File: src/rtl/pipe_hazard_ctrl_if.sv
// Signal bundle between the pipeline datapath and the hazard controller.
// master = datapath side (drives hazard inputs), slave = controller side.
interface pipe_hazard_ctrl_if #(
  parameter int REG_ADDR_LEN = 4,
  parameter int CNT_LEN      = 16
);
  logic                    fwd_en;
  logic [REG_ADDR_LEN-1:0] id_src1;
  logic [REG_ADDR_LEN-1:0] id_src2;
  logic                    id_use_src1;
  logic                    id_use_src2;
  logic                    exe_wb_en;
  logic [REG_ADDR_LEN-1:0] exe_dest;
  logic                    exe_mem_read;
  logic                    mem_wb_en;
  logic [REG_ADDR_LEN-1:0] mem_dest;
  logic                    branch_taken;
  logic                    mem_req;
  logic                    mem_ready;
  logic                    clr_stats;
  logic                    pc_freeze;
  logic                    if_freeze;
  logic                    if_flush;
  logic                    id_flush;
  logic                    pipe_freeze;
  logic                    mem_timeout;
  logic [CNT_LEN-1:0]      stall_cnt;
  logic [CNT_LEN-1:0]      flush_cnt;
  logic [CNT_LEN-1:0]      wait_cnt;
  logic [1:0]              state;

  // Handshake: mem_req/mem_ready form a valid/ready pair; an access is
  // outstanding (and the pipe frozen) in every cycle with mem_req=1 and
  // mem_ready=0, and completes in the cycle where both are 1.
  modport master (
    output fwd_en, id_src1, id_src2, id_use_src1, id_use_src2,
           exe_wb_en, exe_dest, exe_mem_read, mem_wb_en, mem_dest,
           branch_taken, mem_req, mem_ready, clr_stats,
    input  pc_freeze, if_freeze, if_flush, id_flush, pipe_freeze,
           mem_timeout, stall_cnt, flush_cnt, wait_cnt, state
  );

  modport slave (
    input  fwd_en, id_src1, id_src2, id_use_src1, id_use_src2,
           exe_wb_en, exe_dest, exe_mem_read, mem_wb_en, mem_dest,
           branch_taken, mem_req, mem_ready, clr_stats,
    output pc_freeze, if_freeze, if_flush, id_flush, pipe_freeze,
           mem_timeout, stall_cnt, flush_cnt, wait_cnt, state
  );
endinterface

File: src/rtl/pipe_hazard_ctrl.sv
// Pipeline freeze/flush controller: memory wait > taken branch > RAW hazard,
// with a memory-wait timeout FSM and saturating statistic counters.
module pipe_hazard_ctrl #(
  parameter int REG_ADDR_LEN = 4,
  parameter int MEM_TIMEOUT  = 64,
  parameter int CNT_LEN      = 16
) (
  input logic              clk,
  input logic              rst,
  pipe_hazard_ctrl_if.slave bus
);
  localparam int TW = $clog2(MEM_TIMEOUT + 1);

  localparam logic [1:0] RUN      = 2'd0;
  localparam logic [1:0] MEM_WAIT = 2'd1;
  localparam logic [1:0] TIMEOUT  = 2'd2;

  logic [1:0]         state, nxt_state;
  logic [TW-1:0]      tcnt, nxt_tcnt;
  logic [CNT_LEN-1:0] stall_q, flush_q, wait_q;

  logic mem_stall, hazard, src1_hit, src2_hit;
  logic pc_f, if_fr, if_fl, id_fl, pipe_f;
  logic stall_inc, wait_inc;

  assign mem_stall = bus.mem_req & ~bus.mem_ready;

  // With forwarding only a load in EXE cannot be bypassed in time.
  always_comb begin
    src1_hit = 1'b0;
    src2_hit = 1'b0;
    if (bus.fwd_en) begin
      src1_hit = bus.exe_mem_read & bus.exe_wb_en & (bus.id_src1 == bus.exe_dest);
      src2_hit = bus.exe_mem_read & bus.exe_wb_en & (bus.id_src2 == bus.exe_dest);
    end else begin
      src1_hit = (bus.exe_wb_en & (bus.id_src1 == bus.exe_dest)) |
                 (bus.mem_wb_en & (bus.id_src1 == bus.mem_dest));
      src2_hit = (bus.exe_wb_en & (bus.id_src2 == bus.exe_dest)) |
                 (bus.mem_wb_en & (bus.id_src2 == bus.mem_dest));
    end
    hazard = (bus.id_use_src1 & src1_hit) | (bus.id_use_src2 & src2_hit);
  end

  always_comb begin
    pc_f      = 1'b0;
    if_fr     = 1'b0;
    if_fl     = 1'b0;
    id_fl     = 1'b0;
    pipe_f    = 1'b0;
    stall_inc = 1'b0;
    wait_inc  = 1'b0;
    nxt_state = state;
    nxt_tcnt  = tcnt;
    if (state == TIMEOUT) begin
      pc_f     = 1'b1;
      if_fr    = 1'b1;
      pipe_f   = 1'b1;
      wait_inc = mem_stall;
    end else if (mem_stall) begin
      pc_f     = 1'b1;
      if_fr    = 1'b1;
      pipe_f   = 1'b1;
      wait_inc = 1'b1;
      if (state == RUN) begin
        nxt_state = MEM_WAIT;
        nxt_tcnt  = TW'(1);
      end else begin
        nxt_tcnt = tcnt + TW'(1);
        if (nxt_tcnt == TW'(MEM_TIMEOUT)) nxt_state = TIMEOUT;
      end
    end else begin
      // Access done (or none pending): branch and hazard act this cycle.
      nxt_state = RUN;
      nxt_tcnt  = '0;
      if (bus.branch_taken) begin
        if_fl = 1'b1;
        id_fl = 1'b1;
      end else if (hazard) begin
        pc_f      = 1'b1;
        if_fr     = 1'b1;
        id_fl     = 1'b1;
        stall_inc = 1'b1;
      end
    end
  end

  always_ff @(posedge clk or negedge rst) begin
    if (!rst) begin
      state   <= RUN;
      tcnt    <= '0;
      stall_q <= '0;
      flush_q <= '0;
      wait_q  <= '0;
    end else begin
      state <= nxt_state;
      tcnt  <= nxt_tcnt;
      if (bus.clr_stats) begin
        stall_q <= '0;
        flush_q <= '0;
        wait_q  <= '0;
      end else begin
        if (stall_inc && !(&stall_q)) stall_q <= stall_q + 1'b1;
        if (if_fl && !(&flush_q))     flush_q <= flush_q + 1'b1;
        if (wait_inc && !(&wait_q))   wait_q  <= wait_q + 1'b1;
      end
    end
  end

  assign bus.pc_freeze   = rst & pc_f;
  assign bus.if_freeze   = rst & if_fr;
  assign bus.if_flush    = rst & if_fl;
  assign bus.id_flush    = rst & id_fl;
  assign bus.pipe_freeze = rst & pipe_f;
  assign bus.mem_timeout = rst & (state == TIMEOUT);
  assign bus.stall_cnt   = stall_q;
  assign bus.flush_cnt   = flush_q;
  assign bus.wait_cnt    = wait_q;
  assign bus.state       = state;
endmodule

File: src/flat_wrapper.sv
// flat-port wrapper written by rule: the top's interface ports become plain ports
module pipe_hazard_ctrl_flat 
#(
  parameter int REG_ADDR_LEN = 4,
  parameter int MEM_TIMEOUT  = 64,
  parameter int CNT_LEN      = 16
)
  (clk, rst, bus_fwd_en, bus_id_src1, bus_id_src2, bus_id_use_src1, bus_id_use_src2, bus_exe_wb_en, bus_exe_dest, bus_exe_mem_read, bus_mem_wb_en, bus_mem_dest, bus_branch_taken, bus_mem_req, bus_mem_ready, bus_clr_stats, bus_pc_freeze, bus_if_freeze, bus_if_flush, bus_id_flush, bus_pipe_freeze, bus_mem_timeout, bus_stall_cnt, bus_flush_cnt, bus_wait_cnt, bus_state);
  pipe_hazard_ctrl_if #(.REG_ADDR_LEN(REG_ADDR_LEN), .CNT_LEN(CNT_LEN)) bus_i ();
  input logic clk;
  input logic rst;
  input wire logic [$bits(bus_i.fwd_en)-1:0] bus_fwd_en;
  input wire logic [$bits(bus_i.id_src1)-1:0] bus_id_src1;
  input wire logic [$bits(bus_i.id_src2)-1:0] bus_id_src2;
  input wire logic [$bits(bus_i.id_use_src1)-1:0] bus_id_use_src1;
  input wire logic [$bits(bus_i.id_use_src2)-1:0] bus_id_use_src2;
  input wire logic [$bits(bus_i.exe_wb_en)-1:0] bus_exe_wb_en;
  input wire logic [$bits(bus_i.exe_dest)-1:0] bus_exe_dest;
  input wire logic [$bits(bus_i.exe_mem_read)-1:0] bus_exe_mem_read;
  input wire logic [$bits(bus_i.mem_wb_en)-1:0] bus_mem_wb_en;
  input wire logic [$bits(bus_i.mem_dest)-1:0] bus_mem_dest;
  input wire logic [$bits(bus_i.branch_taken)-1:0] bus_branch_taken;
  input wire logic [$bits(bus_i.mem_req)-1:0] bus_mem_req;
  input wire logic [$bits(bus_i.mem_ready)-1:0] bus_mem_ready;
  input wire logic [$bits(bus_i.clr_stats)-1:0] bus_clr_stats;
  output wire logic [$bits(bus_i.pc_freeze)-1:0] bus_pc_freeze;
  output wire logic [$bits(bus_i.if_freeze)-1:0] bus_if_freeze;
  output wire logic [$bits(bus_i.if_flush)-1:0] bus_if_flush;
  output wire logic [$bits(bus_i.id_flush)-1:0] bus_id_flush;
  output wire logic [$bits(bus_i.pipe_freeze)-1:0] bus_pipe_freeze;
  output wire logic [$bits(bus_i.mem_timeout)-1:0] bus_mem_timeout;
  output wire logic [$bits(bus_i.stall_cnt)-1:0] bus_stall_cnt;
  output wire logic [$bits(bus_i.flush_cnt)-1:0] bus_flush_cnt;
  output wire logic [$bits(bus_i.wait_cnt)-1:0] bus_wait_cnt;
  output wire logic [$bits(bus_i.state)-1:0] bus_state;
  assign bus_i.fwd_en = bus_fwd_en;
  assign bus_i.id_src1 = bus_id_src1;
  assign bus_i.id_src2 = bus_id_src2;
  assign bus_i.id_use_src1 = bus_id_use_src1;
  assign bus_i.id_use_src2 = bus_id_use_src2;
  assign bus_i.exe_wb_en = bus_exe_wb_en;
  assign bus_i.exe_dest = bus_exe_dest;
  assign bus_i.exe_mem_read = bus_exe_mem_read;
  assign bus_i.mem_wb_en = bus_mem_wb_en;
  assign bus_i.mem_dest = bus_mem_dest;
  assign bus_i.branch_taken = bus_branch_taken;
  assign bus_i.mem_req = bus_mem_req;
  assign bus_i.mem_ready = bus_mem_ready;
  assign bus_i.clr_stats = bus_clr_stats;
  assign bus_pc_freeze = bus_i.pc_freeze;
  assign bus_if_freeze = bus_i.if_freeze;
  assign bus_if_flush = bus_i.if_flush;
  assign bus_id_flush = bus_i.id_flush;
  assign bus_pipe_freeze = bus_i.pipe_freeze;
  assign bus_mem_timeout = bus_i.mem_timeout;
  assign bus_stall_cnt = bus_i.stall_cnt;
  assign bus_flush_cnt = bus_i.flush_cnt;
  assign bus_wait_cnt = bus_i.wait_cnt;
  assign bus_state = bus_i.state;
  pipe_hazard_ctrl #(.REG_ADDR_LEN(REG_ADDR_LEN), .MEM_TIMEOUT(MEM_TIMEOUT), .CNT_LEN(CNT_LEN)) u_core (.clk(clk), .rst(rst), .bus(bus_i));
endmodule
File: config.mk
export PLATFORM = sky130hd
export DESIGN_NAME = pipe_hazard_ctrl_flat
export DESIGN_NICKNAME = d
export VERILOG_FILES = /design/src/rtl/pipe_hazard_ctrl_if.sv /design/src/rtl/pipe_hazard_ctrl.sv /design/src/flat_wrapper.sv
export SDC_FILE = /design/constraint.sdc
export NUM_CORES = 1
export LEC_CHECK = 0
export BUFFER_PORTS_ARGS = -buffer_cell sky130_fd_sc_hd__buf_4
export CAP_MARGIN = 20
export CORE_UTILIZATION = 35
export DETAILED_ROUTE_END_ITERATION = 10
export SYNTH_ARGS = -nofsm -noshare
export SYNTH_HDL_FRONTEND = slang
export SYNTH_SLANG_ARGS = --single-unit
File: constraint.sdc
create_clock -name clk -period 3.6 [get_ports clk]
set_input_delay 0.18 -clock clk [delete_from_list [all_inputs] [get_ports clk]]
set_output_delay 0.18 -clock clk [all_outputs]
set_load 0.005 [all_outputs]
==> results of run 1 <==
==> synth_stat cells, types with 5 or more instances <==
master    number
mux2_2         6
o21ai_0       17
nand3_1       38
a21oi_1       13
clkbuf_1      11
and2_1         7
xnor2_1       11
dfrtp_1       57
nand4_1       12
nor3_1         7
nor2_1        43
nor4_1         5
nand2_1       16
ha_1           5
xor2_1        34
and3_1        13
and4_1         7
nor2b_1       10
==> cell type report <==
class                           instances  area, µm²
Clock buffer                           13        159
Clock inverter                          2       37.5
Fill cell                             889       4970
Inverter                                2       7.51
Multi-Input combinational cell        281       1810
Sequential cell                        57       1430
Tap cell                              111        139
Timing Repair Buffer                   86        648
==> critical path: stages, from the launching register on <==
cell and delay, ns:
dfrtp_1 0.52, nand2b_1 0.25, nand2_1 0.13, a311oi_4 0.62, inv_2 0.17, or4_1 0.50, a21oi_1 0.16
==> report_power, final <==
group	switching, mW	leakage, nW	internal, mW
combinational	0.0646	1.07	0.0515
sequential	0.00880	0.792	0.645
clock	0.253	0.0957	0.354
total	0.327	1.96	1.05
==> timing repair <==
action,4_1_cts,5_1_grt
hold buffers,1,0
buffers inserted,0,0
hold endpoints to repair,57,0
==> logic make-up (layout without fill, tap and decap cells) <==
logic type / Yosys count / after routing / synth area share
xor gates and xnor gates: 45 / 45 / 0.119
and+or+nand+nor: 175 / 175 / 0.282
buffers and inverters: 17 / 103 / 0.0223
AOI/OAI and AO/OA: 47 / 47 / 0.0978
muxes: 9 / 9 / 0.0295
DFF: 57 / 57 / 0.431
adders and majority gates: 5 / 5 / 0.0189
==> per-layer routing <==
metal	global-route usage	routed length [µm]	vias to the layer above
li1	-	-	1432
met3	0.0309	335	8
met1	0.227	3690	1422
met5	0	0	-
met4	0.0679	111	0
met2	0.266	3610	62
==> flip-flops by register name, indices dropped and copies added, names as in the netlist <==
signal / flops
u_core.bus.flush_cnt: 16
u_core.bus.wait_cnt: 16
u_core.bus.stall_cnt: 16
u_core.tcnt: 7
u_core.bus.state: 2
==> cell usage in the layout, fill, tap and decap left out, types with 2 or more instances in the layout <==
master,instances
buf_4,85
nand2b_1,3
a21oi_1,13
o21ai_0,17
ha_1,5
xor2_1,34
mux2i_1,3
a31oi_1,2
nor3_1,7
mux2_2,6
nand4_1,12
nand2_1,16
and3_4,2
o31ai_1,4
clkbuf_1,2
and3_1,13
or4_1,2
clkbuf_8,11
nand3_1,38
dfrtp_1,57
xnor2_1,11
nand4b_1,3
or3_1,4
nor2_1,43
nor4_1,5
nor2b_1,10
and4_1,7
and2_1,7
==> worst paths after layout <==
path / start / endpoint / depth (start not counted)
hold / removal: bus_mem_req / u_core.bus.state[0] / 3
min in group asynchronous: rst / u_core.bus.wait_cnt[5] / 2
hold reg to reg: u_core.tcnt[6] / u_core.tcnt[6] / 1
setup reg to reg: u_core.bus.state[0] / u_core.bus.stall_cnt[5] / 6
setup / recovery: u_core.bus.state[0] / u_core.bus.stall_cnt[5] / 6
max in group asynchronous: rst / u_core.bus.stall_cnt[10] / 2
==> results.sh, run 1 <==
export IMPL_critPathKind="reg -> reg"
export IMPL_layout_drive_gt1_share=0.254
export IMPL_syn2layout_area_growth_pct=27.7
export IMPL_core_area_mm2=0.00920
export IMPL_min_period_ns=2.43
export IMPL_antenna_left=0
export IMPL_cp_start_kind="flip-flop"
export IMPL_yosys_cell_types_count=44
export IMPL_relSlewSlack=0.481
export IMPL_setup_viol=0
export IMPL_root_buffer="clkbuf_8"
export IMPL_yosysSeqAreaShare=0.431
export IMPL_die_w_um=99.3
export IMPL_dp_cells=536
export IMPL_synthTopCellsByArea="dfrtp_1, xor2_1, nand3_1"
export IMPL_drt_wirelength_per_cell_um=14.0
export IMPL_synthArstFlopShare=1.00
export IMPL_syn_nets=388
export IMPL_antenna_found_initial=0
export IMPL_antennaDiodeCount=0
export IMPL_gp_congestion=0.821
export IMPL_hpwlAfterDp_mm=5.42
export IMPL_p_leak_nw=1.96
export IMPL_drtIter0Drc=175
export IMPL_clk_path_buf_depth=2
export IMPL_fin_cells=552
export IMPL_final_nets=470
export IMPL_clock_skew_ns=0.00721
export IMPL_hold_violations=0
export IMPL_syn_area_mm2=0.00331
export IMPL_ir_worst_vdd_mv=0.179
export IMPL_cts_buffers=9
export IMPL_rsz0062_at_grt="false"
export IMPL_r2r_slack_ns=1.17
export IMPL_syn_inst=355
export IMPL_grt_max_degree=63
export IMPL_power_per_cell_area_mw_per_mm2=326
export IMPL_yosys_warnings=0
export IMPL_cap_violations=0
export IMPL_place_ws_ns=1.17
export IMPL_synth_main_ff_cell="dfrtp_1"
export IMPL_grt_util_all_layers=0.168
export IMPL_cts_reportedPaths_clkPinSlew_ns=0.07
export IMPL_timing_final_max_slew_violations=0
export IMPL_grt_pass1_vias=2680
export IMPL_tightest_slew_ns=0.778
export IMPL_io_pins=84
export IMPL_cts_sinks=57
export IMPL_cp_data_arrival_time_ns=2.68
export IMPL_finalInstanceArea_mm2=0.00423
export IMPL_dr_pass1_iters=5
export IMPL_ys_seq_elements=57
export IMPL_port_buffers=83
export IMPL_row_count=35
export IMPL_grt_remaining_overflow=0
export IMPL_worst_slack_ns=1.17
export IMPL_cts_resized_gates=0
export IMPL_fp_dieH_um=99.3
export IMPL_insertion_delay_ns=0.33
export IMPL_worstPathMaxFanout=14
export IMPL_status="completed"
export IMPL_finish_utilization=0.460
export IMPL_synth_edf_count=0
export IMPL_finalCritPeriodShare=0.675
export IMPL_crit_required_ns=3.85
export IMPL_hold_worst_slack_ns=0.210
export IMPL_setup_tns_final_ns=0
export IMPL_placed_cell_area_mm2=0.00402
export IMPL_min_path_type="in -> reg"
export IMPL_routed_wl_mm=7.75
export IMPL_via_count=2924
export IMPL_viasPerCell=5.30
export IMPL_die_area_mm2=0.00986
export IMPL_syn_avg_cell_area_um2=9.33
export IMPL_total_power_mw=1.38
export IMPL_cts_max_level=3
export IMPL_yosysTopAreaCell="dfrtp_1"
export IMPL_setup_worst_path_end_class="flip-flop"
export IMPL_synth_top_cell_area_share=0.431
export IMPL_cts_tree="built"
export IMPL_drc_errors=0
export IMPL_timing_fmax_ghz=0.411
export IMPL_start_util=0.360
export IMPL_grt_first_pass_wirelength_mm=13.2
Note: power is estimated with default switching activity, not from simulation.
==> run 2, diff against run 1 <==
--- a/config.mk
+++ b/config.mk
@@ -5,6 +5,7 @@
 export SDC_FILE = /design/constraint.sdc
 export NUM_CORES = 1
 export LEC_CHECK = 0
+export ABC_AREA = 1
 export BUFFER_PORTS_ARGS = -buffer_cell sky130_fd_sc_hd__buf_4
 export CAP_MARGIN = 20
 export CORE_UTILIZATION = 35
==> constraint.sdc (replaced) <==
create_clock -name clk -period 2 [get_ports clk]
set_input_delay 0.1 -clock clk [delete_from_list [all_inputs] [get_ports clk]]
set_output_delay 0.1 -clock clk [all_outputs]
set_load 0.005 [all_outputs]
==> results.sh, run 2 <==
export IMPL_crit_path_top_delay_cell="dfrtp_1"
export IMPL_grt_max_degree=35
export IMPL_drtIter0Drc=193
export IMPL_grt_pass1_vias=3648
export IMPL_cp_data_arrival_time_ns=2.09
export IMPL_cts_max_level=3
export IMPL_port_buffers=83
export IMPL_synthArstFlopShare=1.00
export IMPL_final_cell_mix="nand2_1, buf_4, nor2_1, inv_1, dfrtp_1"
export IMPL_syn_inst=531
export IMPL_relSlewSlack=0.755
export IMPL_setup_tns_final_ns=0
export IMPL_place_ws_ns=0.142
export IMPL_ir_worst_vdd_mv=0.390
export IMPL_timing_final_max_slew_violations=0
export IMPL_io_pins=84
export IMPL_fill_cells=1053
export IMPL_yosys_warnings=0
export IMPL_timing_fmax_ghz=0.528
export IMPL_grt_first_pass_wirelength_mm=16.9
export IMPL_yosysSeqAreaShare=0.383
export IMPL_routed_wl_mm=10.0
export IMPL_min_path_type="in -> reg"
export IMPL_syn_avg_cell_area_um2=7.02
export IMPL_gp_congestion=0.896
export IMPL_synth_main_ff_cell="dfrtp_1"
export IMPL_tightest_slew_ns=0.368
export IMPL_worstPathMaxFanout=4
export IMPL_hpwlAfterDp_mm=7.61
export IMPL_worst_slack_ns=0.107
export IMPL_syn_area_mm2=0.00373
export IMPL_final_nets=665
export IMPL_core_area_mm2=0.0103
export IMPL_clk_path_buf_depth=2
export IMPL_post_synth_top_count_cell="nand2_1"
export IMPL_synthTopCellsByCount="nand2_1, nor2_1, inv_1"
export IMPL_grt_util_all_layers=0.190
export IMPL_cts_setup_buffers=0
export IMPL_drt_wirelength_per_cell_um=13.0
export IMPL_setup_worst_path_end_class="flip-flop"
export IMPL_critPathKind="reg -> reg"
export IMPL_min_period_ns=1.89
export IMPL_insertion_delay_ns=0.33
export IMPL_power_per_cell_area_mw_per_mm2=532
export IMPL_finalCritPeriodShare=0.947
export IMPL_antenna_left=0
export IMPL_clock_skew_ns=0.0145
export IMPL_drc_errors=0
export IMPL_die_w_um=105
export IMPL_p_leak_nw=2.42
export IMPL_cp_common_cell="nor2_1"
export IMPL_final_common_cell="nand2_1"
export IMPL_status="completed"
export IMPL_root_buffer="clkbuf_8"
export IMPL_antennaDiodeCount=0
export IMPL_cp_start_kind="flip-flop"
export IMPL_max_stage_delay_ns=0.41
export IMPL_cts_sinks=57
export IMPL_synthTopCellsByArea="dfrtp_1, nand2_1, nor2_1"
export IMPL_cts_buffers=9
export IMPL_cap_violations=0
export IMPL_worstPathCellList="ha_1, nand2_1, nor2_4, nand3b_2, nor2_1, nor2_1, buf_4, nand2_4, nor3_1, a21oi_1"
export IMPL_fp_dieH_um=105
export IMPL_dr_pass1_iters=5
export IMPL_rsz0062_at_grt="false"
export IMPL_layout_drive_gt1_share=0.212
export IMPL_antenna_found_initial=0
export IMPL_setup_viol=0
export IMPL_synth_edf_count=0
export IMPL_crit_required_ns=2.20
export IMPL_cts_reportedPaths_clkPinSlew_ns=0.07
export IMPL_yosys_cell_types_count=42
export IMPL_ys_seq_elements=57
export IMPL_grt_remaining_overflow=0
export IMPL_syn_nets=564
export IMPL_cts_tree="built"
export IMPL_die_area_mm2=0.0111
export IMPL_synth_top_cell_area_share=0.383
export IMPL_via_count=3752
export IMPL_syn2layout_area_growth_pct=28.9
export IMPL_viasPerCell=4.85
export IMPL_hold_violations=0
export IMPL_start_util=0.361
export IMPL_row_count=37
export IMPL_yosysTopAreaCell="dfrtp_1"
## run 2: cell count changes after synthesis, moves of 8 or more
cell and change:
nand2_1 +116, and3_1 -12, nor2_1 +31, inv_1 +71, clkbuf_1 -8, xor2_1 -15, nor2b_1 -10, nand3_1 +10
## run 2: cell type report
type                       instances  area (µm²)  area share
tap                              136         170      0.0354
multi-input combinational        389        1960       0.408
timing repair buffer             101         761       0.158
clock inverter                     2        35.0     0.00729
sequential                        57        1430       0.297
inverter                          74         278      0.0578
clock buffer                      14         173      0.0359
## run 2: critical path: cells and delay by family (launching register included)
family                   cells  cell delay, ns
buffers and inverters        1            0.18
adder cells (fa/ha/maj)      1            0.21
flip-flops                   1            0.41
AND/OR/NAND/NOR              7            0.86
AO/OA/AOI/OAI                1            0.10
## run 2: logic make-up after synthesis
family	share of synthesized area
xor+xnor	0.0540
fa+ha+maj	0.0168
compound gates	0.0893
flops	0.383
buf+inv	0.0926
simple gates	0.365
## run 2: path summary, 6_finish.rpt
path / cells after the start / slack [ns] / startpoint / endpoint
min: 2 / 0.18 / bus_clr_stats / u_core.bus.wait_cnt[14]
min reg2reg: 1 / 0.50 / u_core.bus.state[0] / u_core.tcnt[0]
max in group asynchronous: 3 / 1.23 / rst / u_core.bus.stall_cnt[7]
max: 10 / 0.11 / u_core.bus.wait_cnt[1] / u_core.bus.wait_cnt[12]
max reg2reg: 10 / 0.11 / u_core.bus.wait_cnt[1] / u_core.bus.wait_cnt[12]
min in group asynchronous: 2 / 0.19 / rst / u_core.bus.wait_cnt[3]
## run 2: per-stage QoR
stage / power [mW] / instance area (µm²) / instances / hold WS [ns] / util
after global placement: 1.45 / 4580 / 756 / 0.00329 / 0.444
after global routing: 2.66 / 4800 / 773 / 0.181 / 0.465
final: 2.56 / 4800 / 773 / 0.177 / 0.465
after CTS: 2.58 / 4800 / 773 / 0.161 / 0.465
after floorplan: 1.32 / 3730 / 531 / -0.196 / -
after detailed placement: 1.45 / 4580 / 756 / 0.00551 / 0.444
## run 2: per-layer routing
layer	routed length [µm]	vias up	GRT usage	part of all wire
met4	93	0	0.0604	0.0093
met3	486	9	0.0254	0.048
met1	4820	1734	0.254	0.48
li1	-	1907	-	-
met5	0	-	0	0
met2	4640	102	0.316	0.46
## run 2: power breakdown
part           switching [mW]  total (mW)  internal (mW)
Combinational           0.151       0.259          0.109
Clock                   0.446        1.12          0.677
Sequential            0.00987        1.17           1.16
Total                   0.606        2.56           1.95
## run 2: timing repair
item | CTS | global route
hold buffers | 1 | 0
endpoints found under the hold margin | 17 | 0
resized for setup | 0 | 2
setup endpoints to repair | 0 | 2
==> run 3, diff against run 2 <==
--- a/config.mk
+++ b/config.mk
@@ -8,8 +8,9 @@
 export ABC_AREA = 1
 export BUFFER_PORTS_ARGS = -buffer_cell sky130_fd_sc_hd__buf_4
 export CAP_MARGIN = 20
-export CORE_UTILIZATION = 35
+export CORE_UTILIZATION = 45
 export DETAILED_ROUTE_END_ITERATION = 10
+export PLACE_DENSITY = 0.71
 export SYNTH_ARGS = -nofsm -noshare
 export SYNTH_HDL_FRONTEND = slang
 export SYNTH_SLANG_ARGS = --single-unit
==> results.sh, run 3 (same netlist as run 2, synthesis figures left out) <==
export IMPL_status="completed"
export IMPL_drtIter0Drc=200
export IMPL_r2r_start="u_core.bus.wait_cnt[0]"
export IMPL_grt_first_pass_wirelength_mm=15.6
export IMPL_timing_final_max_slew_violations=0
export IMPL_antenna_left=0
export IMPL_min_period_ns=1.84
export IMPL_finalCritPeriodShare=0.921
export IMPL_final_common_cell="nand2_1"
export IMPL_worstHoldStart="bus_clr_stats"
export IMPL_placed_cell_area_mm2=0.00452
export IMPL_worstPathMaxFanout=5
export IMPL_grt_max_degree=39
export IMPL_hpwlAfterDp_mm=7.12
export IMPL_start_util=0.473
export IMPL_cts_setup_buffers=0
export IMPL_rsz0062_at_grt="false"
export IMPL_worst_slack_ns=0.158
export IMPL_cts_buffers=9
export IMPL_cap_violations=0
export IMPL_cp_start_kind="flip-flop"
export IMPL_syn2layout_area_growth_pct=29.1
export IMPL_multi_input_area_mm2=0.00198
export IMPL_tightest_slew_ns=0.446
export IMPL_grt_util_all_layers=0.227
export IMPL_root_buffer="clkbuf_8"
export IMPL_layout_drive_gt1_share=0.213
export IMPL_grt_pass1_vias=3514
export IMPL_place_ws_ns=0.0419
export IMPL_antenna_found_initial=0
export IMPL_core_area_mm2=0.00789
export IMPL_p_leak_nw=2.42
export IMPL_wl_met3_um=610
export IMPL_setup_tns_final_ns=0
export IMPL_dr_pass1_iters=4
export IMPL_clock_skew_ns=0.0137
export IMPL_final_nets=661
export IMPL_drc_errors=0
export IMPL_grt_remaining_overflow=0
export IMPL_cts_max_level=3
export IMPL_top_layer="met4"
export IMPL_timing_fmax_ghz=0.543
export IMPL_die_w_um=93.0
export IMPL_clk_path_buf_depth=2
export IMPL_total_power_mw=2.85
export IMPL_worstPathCellList="ha_1, nand2_1, nor2_4, nand3b_2, nor2_1, nor2_2, buf_4, nand2_4, nor3_1, a21oi_1"
export IMPL_setup_worst_path_end_class="flip-flop"
export IMPL_via_count=3790
export IMPL_insertion_delay_ns=0.34
export IMPL_antennaDiodeCount=0
export IMPL_relSlewSlack=0.703
export IMPL_wl_met2_mm=4.47
export IMPL_gp_congestion=0.895
export IMPL_wl_met1_mm=4.37
export IMPL_port_buffers=83
export IMPL_row_count=32
export IMPL_min_path_type="in -> reg"
export IMPL_ir_worst_vdd_mv=0.427
export IMPL_finalInstanceArea_mm2=0.00481
export IMPL_io_pins=84
export IMPL_viasPerCell=5.16
export IMPL_fp_dieH_um=93.0
export IMPL_drt_wirelength_per_cell_um=13.0
export IMPL_hold_worst_slack_ns=0.150
export IMPL_final_cell_mix="nand2_1, buf_4, inv_1, nor2_1, dfrtp_1"
export IMPL_critPathLaunch="u_core.bus.wait_cnt[0]"
export IMPL_seq_area_mm2=0.00143
export IMPL_crit_path_top_delay_cell="dfrtp_1"
export IMPL_power_per_cell_area_mw_per_mm2=591
export IMPL_cts_tree="built"
export IMPL_hold_violations=0
export IMPL_routed_wl_mm=9.57
export IMPL_cts_sinks=57
export IMPL_cts_reportedPaths_clkPinSlew_ns=0.06
export IMPL_cp_data_arrival_time_ns=2.06
export IMPL_setup_viol=0
export IMPL_critPathKind="reg -> reg"
export IMPL_die_area_mm2=0.00865
export IMPL_fill_cells=751
export IMPL_crit_required_ns=2.22
export IMPL_max_stage_delay_ns=0.42
[run 3: cell types whose count changed in the layout (fill, tap and decap cells not counted), sizes merged]
cell / change
clkinv: +1
bufinv: +3
buf: -4
clkbuf: -4
[run 3: what timing repair did]
| item | CTS | global route |
|---|---|---|
| pin swaps | 0 | 1 |
| hold buffers | 1 | 0 |
| setup endpoints to repair | 1 | 18 |
| resized for setup | 1 | 6 |
| endpoints found under the hold margin | 28 | 0 |
[run 3: layer usage]
metal,track usage,vias to the layer above
met3,0.0520,17
met4,0.0846,0
met2,0.383,130
met5,0,-
met1,0.283,1745
li1,-,1898
[run 3: critical path, delay by kind of cell, from the launching register on]
kind | cells | cell delay [ns]
AND/OR/NAND/NOR | 7 | 0.79
buffers and inverters | 1 | 0.17
AO/OA/AOI/OAI | 1 | 0.10
adder cells (fa/ha/maj) | 1 | 0.25
flip-flops | 1 | 0.42
[run 3: metrics by stage]
stage	util	cells
6_report	0.610	735
5_1_grt	0.610	735
3_5_place_dp	0.573	718
2_1_floorplan	-	531
4_1_cts	0.607	735
3_3_place_gp	0.573	718
[run 3: power by group]
group | internal (mW) | leakage (nW) | switching (mW)
registers | 1.16 | 0.760 | 0.0154
logic | 0.105 | 1.53 | 0.145
clock network | 0.950 | 0.130 | 0.469
total | 2.22 | 2.42 | 0.629
[run 3: final cells by class]
type / instances / area share
Timing Repair Buffer: 97 / 0.154
Sequential cell: 57 / 0.297
Tap cell: 102 / 0.0265
Multi-Input combinational cell: 389 / 0.411
Inverter: 74 / 0.0577
Clock buffer: 10 / 0.0265
Clock inverter: 6 / 0.0270
[run 3: worst paths after layout]
kind	slack [ns]	depth (start not counted)	endpoint
worst max-delay path	0.16	10	u_core.bus.wait_cnt[12]
worst min-delay path	0.15	2	u_core.bus.wait_cnt[14]
min in group asynchronous	0.23	2	u_core.tcnt[2]
max in group asynchronous	1.02	3	u_core.bus.stall_cnt[1]
worst min register to register	0.48	1	u_core.tcnt[0]
worst max register to register	0.16	10	u_core.bus.wait_cnt[12]
